$ cat src/rtl/trigger_qualifier.sv
// Masked-pattern trigger qualifier with run-length counting, feeding the logic analyzer.
// Define TRIGGER_EDGE_EN to build per-bit edge qualification (adds the s2 history register).
`ifndef DATA_WIDTH
`define DATA_WIDTH 8
`endif

module trigger_qualifier #(
    parameter int unsigned DATA_WIDTH = `DATA_WIDTH,
    parameter int unsigned CNT_WIDTH  = 8
) (
    input  logic                  clk,
    input  logic                  reset,
    input  logic [DATA_WIDTH-1:0] i_data,
    input  logic [DATA_WIDTH-1:0] i_mask,
    input  logic [DATA_WIDTH-1:0] i_pattern,
    input  logic [DATA_WIDTH-1:0] i_edge_mask,
    input  logic [CNT_WIDTH-1:0]  i_match_count,
    input  logic                  i_arm,
    input  logic                  i_primed,
    output logic                  o_trigger,
    output logic                  o_armed,
    output logic [DATA_WIDTH-1:0] o_data
);

    typedef enum logic [1:0] {
        IDLE,
        ARMED,
        FIRED
    } state_t;

    state_t                state;
    logic [DATA_WIDTH-1:0] s1;
    logic [CNT_WIDTH-1:0]  cnt;
    logic [CNT_WIDTH-1:0]  tgt;
    logic                  lvl_ok;
    logic                  edge_ok;
    logic                  match;
    logic                  fire;

    always_ff @(posedge clk or negedge reset) begin
        if (!reset) begin
            s1     <= '0;
            o_data <= '0;
        end else begin
            s1     <= i_data;
            o_data <= s1;
        end
    end

`ifdef TRIGGER_EDGE_EN
    logic [DATA_WIDTH-1:0] s2;

    always_ff @(posedge clk or negedge reset) begin
        if (!reset) begin
            s2 <= '0;
        end else begin
            s2 <= s1;
        end
    end

    assign edge_ok = ((s1 ^ s2) & i_edge_mask) == i_edge_mask;
`else
    logic edge_mask_unused;

    assign edge_mask_unused = ^i_edge_mask;
    assign edge_ok          = 1'b1;
`endif

    assign lvl_ok = ((s1 ^ i_pattern) & i_mask) == '0;
    assign match  = lvl_ok & edge_ok;
    assign tgt    = (i_match_count == '0) ? CNT_WIDTH'(1) : i_match_count;
    // The completing match is counted by the fire itself, hence tgt-1 prior matches.
    assign fire   = (state == ARMED) & i_primed & match & i_arm
                  & (cnt >= (tgt - CNT_WIDTH'(1)));

    always_ff @(posedge clk or negedge reset) begin
        if (!reset) begin
            state     <= IDLE;
            cnt       <= '0;
            o_trigger <= 1'b0;
        end else begin
            o_trigger <= fire;
            case (state)
                IDLE: begin
                    cnt <= '0;
                    if (i_arm) begin
                        state <= ARMED;
                    end
                end
                ARMED: begin
                    if (!i_arm) begin
                        state <= IDLE;
                        cnt   <= '0;
                    end else if (fire) begin
                        state <= FIRED;
                        cnt   <= '0;
                    end else if (match && i_primed) begin
                        if (cnt != '1) begin
                            cnt <= cnt + CNT_WIDTH'(1);
                        end
                    end else begin
                        cnt <= '0;
                    end
                end
                FIRED: begin
                    cnt <= '0;
                    if (!i_arm) begin
                        state <= IDLE;
                    end
                end
                default: begin
                    state <= IDLE;
                    cnt   <= '0;
                end
            endcase
        end
    end

    assign o_armed = (state == ARMED);

endmodule

$ cat config.mk
export PLATFORM = sky130hd
export DESIGN_NAME = trigger_qualifier
export DESIGN_NICKNAME = d
export VERILOG_FILES = /design/src/rtl/trigger_qualifier.sv
export SDC_FILE = /design/constraint.sdc
export NUM_CORES = 1
export LEC_CHECK = 0
export CAP_MARGIN = 0
export CELL_PAD_IN_SITES_DETAIL_PLACEMENT = 0
export CELL_PAD_IN_SITES_GLOBAL_PLACEMENT = 1
export CORE_AREA = 2 2 76 78
export DETAILED_ROUTE_END_ITERATION = 10
export DIE_AREA = 0 0 78 80
export DONT_BUFFER_PORTS = 1
export PLACE_DENSITY = 0.47
export SLEW_MARGIN = 10
export SYNTH_ARGS = -nofsm -noshare
export SYNTH_HDL_FRONTEND = slang
export SYNTH_SLANG_ARGS = --single-unit
$ cat constraint.sdc
create_clock -name clk -period 2.5 [get_ports clk]
set_input_delay 0.5 -clock clk [delete_from_list [all_inputs] [get_ports clk]]
set_output_delay 0.5 -clock clk [all_outputs]
set_load 0.1 [all_outputs]
== After elaboration in Yosys (flattened, before gate mapping) ==
Cells that the tools add are included.

* Logic and storage cells: 37
* Output and inout port bits: 10
* Flip-flop bits (word level): 27

* Reductions and logical operators: 5
* $lt $le $gt $ge: 1
* Bitwise logic cells: 6
* Add/sub/neg operators: 2
* Multiplexer cells: 11
* Eq/ne operators: 7

{| class="wikitable"
|+ Operator list
! operator !! number
|-
| 8-bit 2-to-1 mux || 6
|-
| 8-bit zero test || 2
|-
| 8-bit by 1-bit adder with 8-bit output, second input constant || 1
|-
| 8-bit AND || 1
|-
| 8-bit >= comparator || 1
|-
| 2-bit 2-to-1 mux || 4
|-
| 8-bit != test, second input constant || 1
|-
| 8-bit by 1-bit subtractor with 8-bit output, second input constant || 1
|-
| 8-bit bitwise XOR || 1
|-
| 2-bit case mux with 3 select lines || 1
|-
| 5-bit by 4-bit != test with 1-bit output, second input constant || 1
|-
| 1-bit AND || 4
|-
| 2-bit != test, second input constant || 2
|-
| 3-bit by 2-bit != test with 1-bit output, second input constant || 1
|-
| 3-bit AND reduction || 1
|-
| 2-bit by 1-bit equality test with 1-bit output, second input constant || 1
|-
| 2-bit equality test, second input constant || 1
|-
| 2-bit zero test || 1
|-
| 1-bit logical AND || 1
|}

== Depth between registers and ports, before layout ==
Gate-level depths: netlist of run 1.

* Depth in word-level cells: 9
* Mapped depth: 13

== Worst setup path after synthesis of run 1 ==
No wires, ideal clock.

* Path kind: input to register
* Start point: input i_match_count[3]
* End point: register cnt[4]
* Arrival time: 3141 ps
* Path buffers: 0
* Slack: -763 ps
* Stages on the path: 13
* Cells stage by stage: or4_1 or3_1 nor2_1 nor2_1 ha_1 nand2b_1 nor2_1 xnor2_1 ha_1 a21o_1 a21o_1 a221o_1 a2111oi_1

* Longest elaborated chain between the ends: 8
* Elaborated cells between the ends (all ways): 9
* Classes of those cells: 1 x add/sub; 1 x order compare; 1 x eq/ne; 4 x mux; 1 x bitwise; 1 x reduce/logical

{| class="wikitable"
|+ RTL lines
! what !! line !! RTL
|-
| start: declaration || 17 || <nowiki>input logic [CNT_WIDTH-1:0] i_match_count,</nowiki>
|-
| 8-bit zero test || 71 || <nowiki>assign tgt = (i_match_count == '0) ? CNT_WIDTH'(1) : i_match_count;</nowiki>
|-
| 8-bit 2-to-1 mux (*) || 71 ||
|-
| 8-bit by 1-bit subtractor with 8-bit output (*) || 74 || <nowiki>& (cnt >= (tgt - CNT_WIDTH'(1)));</nowiki>
|-
| 8-bit >= comparator (*) || 74 ||
|-
| 1-bit AND (*) || 74 ||
|-
| 8-bit 2-to-1 mux || 94 || <nowiki>end else if (fire) begin</nowiki>
|-
| 8-bit 2-to-1 mux || 91 || <nowiki>if (!i_arm) begin</nowiki>
|-
| 8-bit 2-to-1 mux || 83 || <nowiki>case (state)</nowiki>
|-
| end signal: assignment || 99 || <nowiki>cnt <= cnt + CNT_WIDTH'(1);</nowiki>
|-
| end: declaration || 33 || <nowiki>logic [CNT_WIDTH-1:0] cnt;</nowiki>
|}

Every way passes the cells marked *; elsewhere a longest branch is shown, timed or not.
A chain may end at the register's enable or synchronous reset.

== Worst setup path after layout of run 1 ==
* Start point: input i_match_count[3]
* End point: register cnt[1]

The elaborated chain is that of the path after synthesis.

==> impl_results.md, run 1 <==
* Status: finished with violations
* Failing checks: setup timing
* RSZ-0062 raised after global routing: true
* Max_cap viols at 0
* Worst-case hold slack at 34.99 ps
* Storage cell area at 675.6 µm²
* Die Footprint at 6240 µm²
* Most frequent cells in the layout: dfrtp_1, xor2_1, buf_4, ha_1, nor3_1
* Clk_skew at 3.278 ps
* Post-route cell area at 1642 µm²
* Lkg Pwr at 0.0006696 µW
* Fin crit share at 123.5%
* Total chip power at 827.9 µW
* Initial antenna violation count at 0
* Critical path type: input pin to flop
* Max Transition Viols Final at 0
* CTS Buffer Depth at 2
* Drt total wl at 2779 µm
* Slowest stage delay, CP at 520 ps
* Cell taking the most area after synthesis: dfrtp_1
* Critical path endpoint category: flop
* Synth top area share at 51.18%
* IO Count at 54
* GPL Wtd Cong at 0.6816
* Mean Syn Cell Area at 11.38 µm²
* Total track usage at 9.209%
* Pre-CTS WS at -801.4 ps
* Die height at 80 µm
* Fin nets at 184
* Die Wd at 78 µm
* CP Data Arrival Time at 3270 ps
* Clk slew on worst S/H paths at 90 ps
* Pwr Density at 504.3 nW/µm²
* EDFF count, synth at 0
* # DRC at 0
* Share of cells above drive strength 1 at 26.36%
* Final setup violation count at 11
* Register area share after synthesis at 51.18%
* DRT antenna net count at 0
* Via count at 917
* Synth unique cells at 34
* Num Clock Sinks at 27
* Vias in the first global route at 989
* Relative slew slack at 41.20%
* Most numerous cell on the critical path: nor2_4
* H-tree levels at 1
* Crit-path cells: or4_4 -> or3_4 -> nor2_4 -> nor2_4 -> ha_4 -> nand2b_4 -> nor4_1 -> xnor2_1 -> ha_1 -> a21o_1 -> a221o_2 -> buf_4 -> nor3_1
* Filler instances at 577
* Dominant synthesized flop cell: dfrtp_1
* PortBufs at 0
* Placed cell areas at 1460 µm²
* Least-Margin Pin Slew at 882.7 ps
* Diode count at 0
* Worst min path class: input pin to asynchronous set/reset pin
* Hpwl dp at 2033 µm
* Yosys warnings at 0
* CP required at 2690 ps
* Syn Inst Count at 116
* Setup TNS at -5788 ps
* Grt ovf at 0
* Final Hold Fails at 0
* Fmax at 0.3239 GHz
* P&R area growth vs syn at 24.36%
* Vias per cell at 4.562
* Average wire per standard cell at 13.83 µm
* DR iter-0 viols at 17
* CTS tree: done
* Max FO, Critical Path at 5
* Largest net degree at the start of global routing at 28
* Slowest library cell on the worst path: or4_4
* FF+latch count, synth at 27
* Flop2flop setup slack at 510 ps
* CTS buffer count at 3
* First-pass GRT wire length at 4540 µm
* Initial Util at 24.42%
* First drt pass iteration count at 4
* CTS Root Cell: clkbuf_8
* Synth async-reset ratio at 100.0%
* Most common cell after layout, fill and taps aside: dfrtp_1
* Final worst slack at -587.1 ps
* Ranking of synthesized cells by area: dfrtp_1, ha_1, xor2_1
* Min Tclk post-route at 3087 ps
* Clock latency on the worst-skew pair at 270 ps
* Core Region at 5405 µm²
* Row count at 27
* Syn_nets at 170
* Setup crit start kind: input pin
* Maximum VDD drop at 0.2932 mV
* Cell area after synthesis at 1320 µm²
* Multi-input logic area at 730.7 µm²
-- sequential cells by signal (all words and copies together) (netlist names) --
signal / flops
cnt: 8
o_data: 8
s1: 8
state: 2
o_trigger: 1
-- through the flow --
stage | utilization, % | instances
2_1_floorplan | - | 116
3_3_place_gp | 27.01 | 193
3_5_place_dp | 27.01 | 193
4_1_cts | 28.52 | 199
5_1_grt | 30.37 | 201
6_report | 30.37 | 201
-- critical path: cells and delay by family --
kind	cells	cell delay, ps
simple gates	7	1380
compound gates	2	610
fa+ha+maj	2	430
xor+xnor	1	170
buf+inv	1	170
-- cells by family (layout without fill, tap and decap cells) --
family | Yosys count | in the layout | synth area share (%)
and+or+nand+nor | 39 | 39 | 16.11
DFF | 27 | 27 | 51.18
AOI/OAI and AO/OA | 20 | 20 | 10.81
xor gates and xnor gates | 15 | 15 | 9.953
adders and majority gates | 10 | 10 | 9.479
buffers and inverters | 4 | 17 | 1.706
muxes | 1 | 1 | 0.7583
-- final timing paths --
check	to	cells after the start	start
worst max-delay path	cnt[1]	13	i_match_count[3]
worst min-delay path	s1[1]	1	reset
worst max register to register	cnt[1]	8	cnt[0]
worst min register to register	o_data[4]	0	s1[4]
max in group asynchronous	cnt[7]	1	reset
min in group clk	s1[1]	0	i_data[1]
-- per-layer routing --
layer / wire (µm) / GRT usage [%] / vias up
met5: 0 / 0 / -
met4: 19 / 3.158 / 0
met3: 209 / 3.167 / 2
met2: 1355 / 14.66 / 29
met1: 1196 / 11.66 / 437
li1: - / - / 449
-- synth_stat cells, types with 2 or more instances --
cell / instances
a21oi_1: 3
a21o_1: 2
xnor2_1: 6
dfrtp_1: 27
nand2b_1: 2
nor2_1: 8
nor4_2: 2
ha_1: 10
a22oi_1: 2
nor3_1: 9
o21ai_0: 3
nand2_1: 5
nand3_1: 5
o21ai_1: 2
xor2_1: 9
inv_1: 3
-- power breakdown --
| group | switching, µW | internal (µW) | leakage (µW) | total (µW) |
|---|---|---|---|---|
| Clock | 132 | 111 | 0.0000255 | 243 |
| Combinational | 39.7 | 38.1 | 0.000306 | 77.8 |
| Sequential | 57.3 | 449 | 0.000338 | 507 |
-- area by class of cell --
class	count	share of cell area, %
Inverter	3	0.6860
Sequential cell	27	41.16
Timing Repair Buffer	10	5.335
Clock inverter	1	0.3049
Multi-Input combinational cell	85	44.51
Tap cell	72	5.488
Clock buffer	3	2.515
-- timing repair --
| item | 4_1_cts | 5_1_grt |
|---|---|---|
| hold buffers | 1 | 0 |
| endpoints found under the setup margin | 11 | 11 |
| gates resized for setup | 2 | 15 |
| pin swaps | 1 | 9 |
| cloned | 0 | 0 |
| endpoints found under the hold margin | 27 | 0 |
| buffers inserted | 1 | 2 |
Note: power is estimated with default switching activity, not from simulation.
==> run 2: changes to the inputs <==
CORE_AREA = 2 2 58 60   (was 2 2 76 78)
DIE_AREA = 0 0 60 62   (was 0 0 78 80)
PLACE_DENSITY = 0.82   (was 0.47)
RECOVER_POWER = 25   (was unset)
==> impl_results.md, run 2 (synthesized netlist as in run 1, its figures left out) <==
* Filler instances at 293 (was 577)
* Slowest stage delay, CP at 520 ps (about the same)
* Int Power at 547.7 µW (was 599.1 µW)
* HP Start: i_data[6]
* Clock share of power at 23.8% (was 29.4%)
* Initial Util at 41.52% (was 24.42%)
* Storage cell area at 675.6 µm² (unchanged)
* Critical path type: input pin to flop (unchanged)
* Final Hold Fails at 0 (unchanged)
* Clk_skew at 1.887 ps (was 3.278 ps)
* Vias per cell at 5.351 (was 4.562)
* Initial antenna violation count at 0 (unchanged)
* DR WL met3 at 59 µm (was 209 µm)
* WL met1 at 1027 µm (was 1196 µm)
* Setup crit start kind: input pin (unchanged)
* Final setup violation count at 11 (unchanged)
* Die Wd at 60 µm (was 78 µm)
* Relative slew slack at 40.49% (was 41.20%)
* Drt total wl at 2648 µm (was 2779 µm)
* GPL Wtd Cong at 0.8046 (was 0.6816)
* R2R Path End: cnt[4] (was cnt[1])
* Placed cell count at 166 (was 193)
* Met2 wire length at 1539 µm (was 1355 µm)
* Net Sw Frac at 28.35% (was 27.64%)
* Pwr Density at 494.3 nW/µm² (was 504.3 nW/µm²)
* RSZ-0062 raised after global routing: true (unchanged)
* Lkg Pwr at 0.0006359 µW (was 0.0006696 µW)
* Highest routed metal layer: met4 (unchanged)
* CTS Root Cell: clkbuf_4 (was clkbuf_8)
* PortBufs at 0 (unchanged)
* Critical path endpoint category: flop (unchanged)
* H-tree levels at 1 (unchanged)
* Worst flop-to-flop path startpoint: cnt[0] (unchanged)
* Comb power frac at 9.7% (was 9.4%)
* Total track usage at 15.26% (was 9.209%)
* Maximum VDD drop at 0.3120 mV (was 0.2932 mV)
* Num Clock Sinks at 27 (unchanged)
* P&R area growth vs syn at 17.16% (was 24.36%)
* Multi-input logic area at 693.2 µm² (was 730.7 µm²)
* Max FO, Critical Path at 8 (was 5)
* Final worst slack at -457.7 ps (was -587.1 ps)
* R2R depth at 7 (was 8)
* Most common cell after layout, fill and taps aside: dfrtp_1 (unchanged)
* Min Tclk post-route at 2958 ps (was 3087 ps)
* Clock latency on the worst-skew pair at 310 ps (was 270 ps)
* Placed cell areas at 1420 µm² (was 1460 µm²)
* Hpwl dp at 1982 µm (was 2033 µm)
* Fmax at 0.3381 GHz (was 0.3239 GHz)
* DR iter-0 viols at 28 (was 17)
* Vias in the first global route at 939 (was 989)
* Slowest library cell on the worst path: or4_4 (unchanged)
* # DRC at 0 (unchanged)
* CP required at 2720 ps (was 2690 ps)
* Worst-case hold slack at 194.0 ps (was 34.99 ps)
* Clk slew on worst S/H paths at 140 ps (was 90 ps)
* Row count at 21 (was 27)
* Max_cap viols at 0 (unchanged)
* First drt pass iteration count at 4 (unchanged)
* Failing checks: setup timing (unchanged)
* Fin nets at 183 (was 184)
* First-pass GRT wire length at 4140 µm (was 4540 µm)
* Flop pwr share at 66.4% (was 61.2%)
* CTS buffer count at 3 (unchanged)
* IO Count at 54 (unchanged)
* Diode count at 0 (unchanged)
* Crit-path cells: or4_4 -> or3_4 -> nor2_4 -> nor2_2 -> ha_2 -> nand2b_1 -> nor2_1 -> xnor2_1 -> ha_2 -> a21o_1 -> a21o_1 -> a221o_2 -> a2111oi_4 (was or4_4 -> or3_4 -> nor2_4 -> nor2_4 -> ha_4 -> nand2b_4 -> nor4_1 -> xnor2_1 -> ha_1 -> a21o_1 -> a221o_2 -> buf_4 -> nor3_1)
* Most frequent cells in the layout: dfrtp_1, xor2_1, nor3_1, ha_1, buf_4 (was dfrtp_1, xor2_1, buf_4, ha_1, nor3_1)
* Via count at 931 (was 917)
* Least-Margin Pin Slew at 893.3 ps (was 882.7 ps)
* Share of cells above drive strength 1 at 19.53% (was 26.36%)
* Max Transition Viols Final at 0 (unchanged)
* Delay-heaviest family, CP: simple AND/OR/NAND/NOR gates (unchanged)
* CTS Buffer Depth at 2 (unchanged)
* Flop2flop setup slack at 510 ps (about the same)
* Fin crit share at 118.3% (was 123.5%)
* CP Buf/Inv Count at 0 (was 1)
* Post-route cell area at 1546 µm² (was 1642 µm²)
* CTS tree: done (unchanged)
* Average wire per standard cell at 15.22 µm (was 13.83 µm)
* Core Region at 3179 µm² (was 5405 µm²)
* Setup TNS at -4620 ps (was -5788 ps)
* Non-filler instance count after layout at 174 (was 201)
* CP Data Arrival Time at 3180 ps (was 3270 ps)
* Worst min path class: input pin to flop (was input pin to asynchronous set/reset pin)
* DRT antenna net count at 0 (unchanged)
* Grt ovf at 0 (unchanged)
* Crit. path cell count at 13 (unchanged)
* Status: finished with violations (unchanged)
* Setup crit start: i_match_count[3] (unchanged)
* Die height at 62 µm (was 80 µm)
* Psw at 216.7 µW (was 228.8 µW)
* Largest net degree at the start of global routing at 28 (unchanged)
* Die Footprint at 3720 µm² (was 6240 µm²)
* Worst setup endpoint: cnt[4] (was cnt[1])
* Largest regs: cnt (8), o_data (8), s1 (8) (unchanged)
-- run 2: worst min-delay path by stage --
stage	end	slack (ps)	cells after the start
final	s1[6]	190	0
after global routing	s1[6]	160	0
after CTS	s1[6]	180	0
after detailed placement	o_data[7]	200	0
after global placement	o_data[4]	200	0
after floorplan	cnt[0]	200	0
-- run 2: final cells by class --
class,count,area share (%)
clock buffer,4,1.699
inverter,3,0.7282
multi-input combinational,85,44.82
sequential,27,43.69
tap,46,3.722
timing repair buffer,9,5.340
-- run 2: power by group through the flow --
stage                     combinational, µW  clock [µW]  sequential, µW
after detailed placement               56.3           0             517
after global placement                 54.1           0             515
after CTS                              73.4         188             508
after floorplan                        44.3           0             514
final                                  74.3         182             508
after global routing                   85.6         208             510
-- run 2: worst reg2reg max path: stages (launching register included) --
cell       delay (ps)
dfrtp_1           400
inv_1              80
ha_1              290
nand2b_1          140
a21oi_1           180
o21ai_2           100
a221o_2           500
a2111oi_4         210
-- run 2: routing by layer --
layer	vias up	global-route usage, %
li1	454	-
met4	0	2.857
met1	461	17.06
met2	14	29.04
met3	2	4.348
met5	-	0
-- run 2: what timing repair did --
item                                   in CTS  in global routing
hold buffers                                2                  0
endpoints found under the hold margin      27                  0
pin swaps                                   3                  3
buffers inserted                            2                  0
setup endpoints to repair                  11                 11
resized for setup                           6                  4
cloned                                      0                  0
-- run 2: stage by stage --
| stage | setup slack, ps | util, % | total power (µW) |
|---|---|---|---|
| 2_1_floorplan | -655.9 | - | 558.4 |
| 3_3_place_gp | -740.5 | 44.67 | 569.4 |
| 3_5_place_dp | -874.2 | 44.67 | 573.3 |
| 4_1_cts | -424.8 | 47.62 | 769.9 |
| 5_1_grt | -560.4 | 48.64 | 803.2 |
| 6_report | -457.7 | 48.64 | 764.4 |
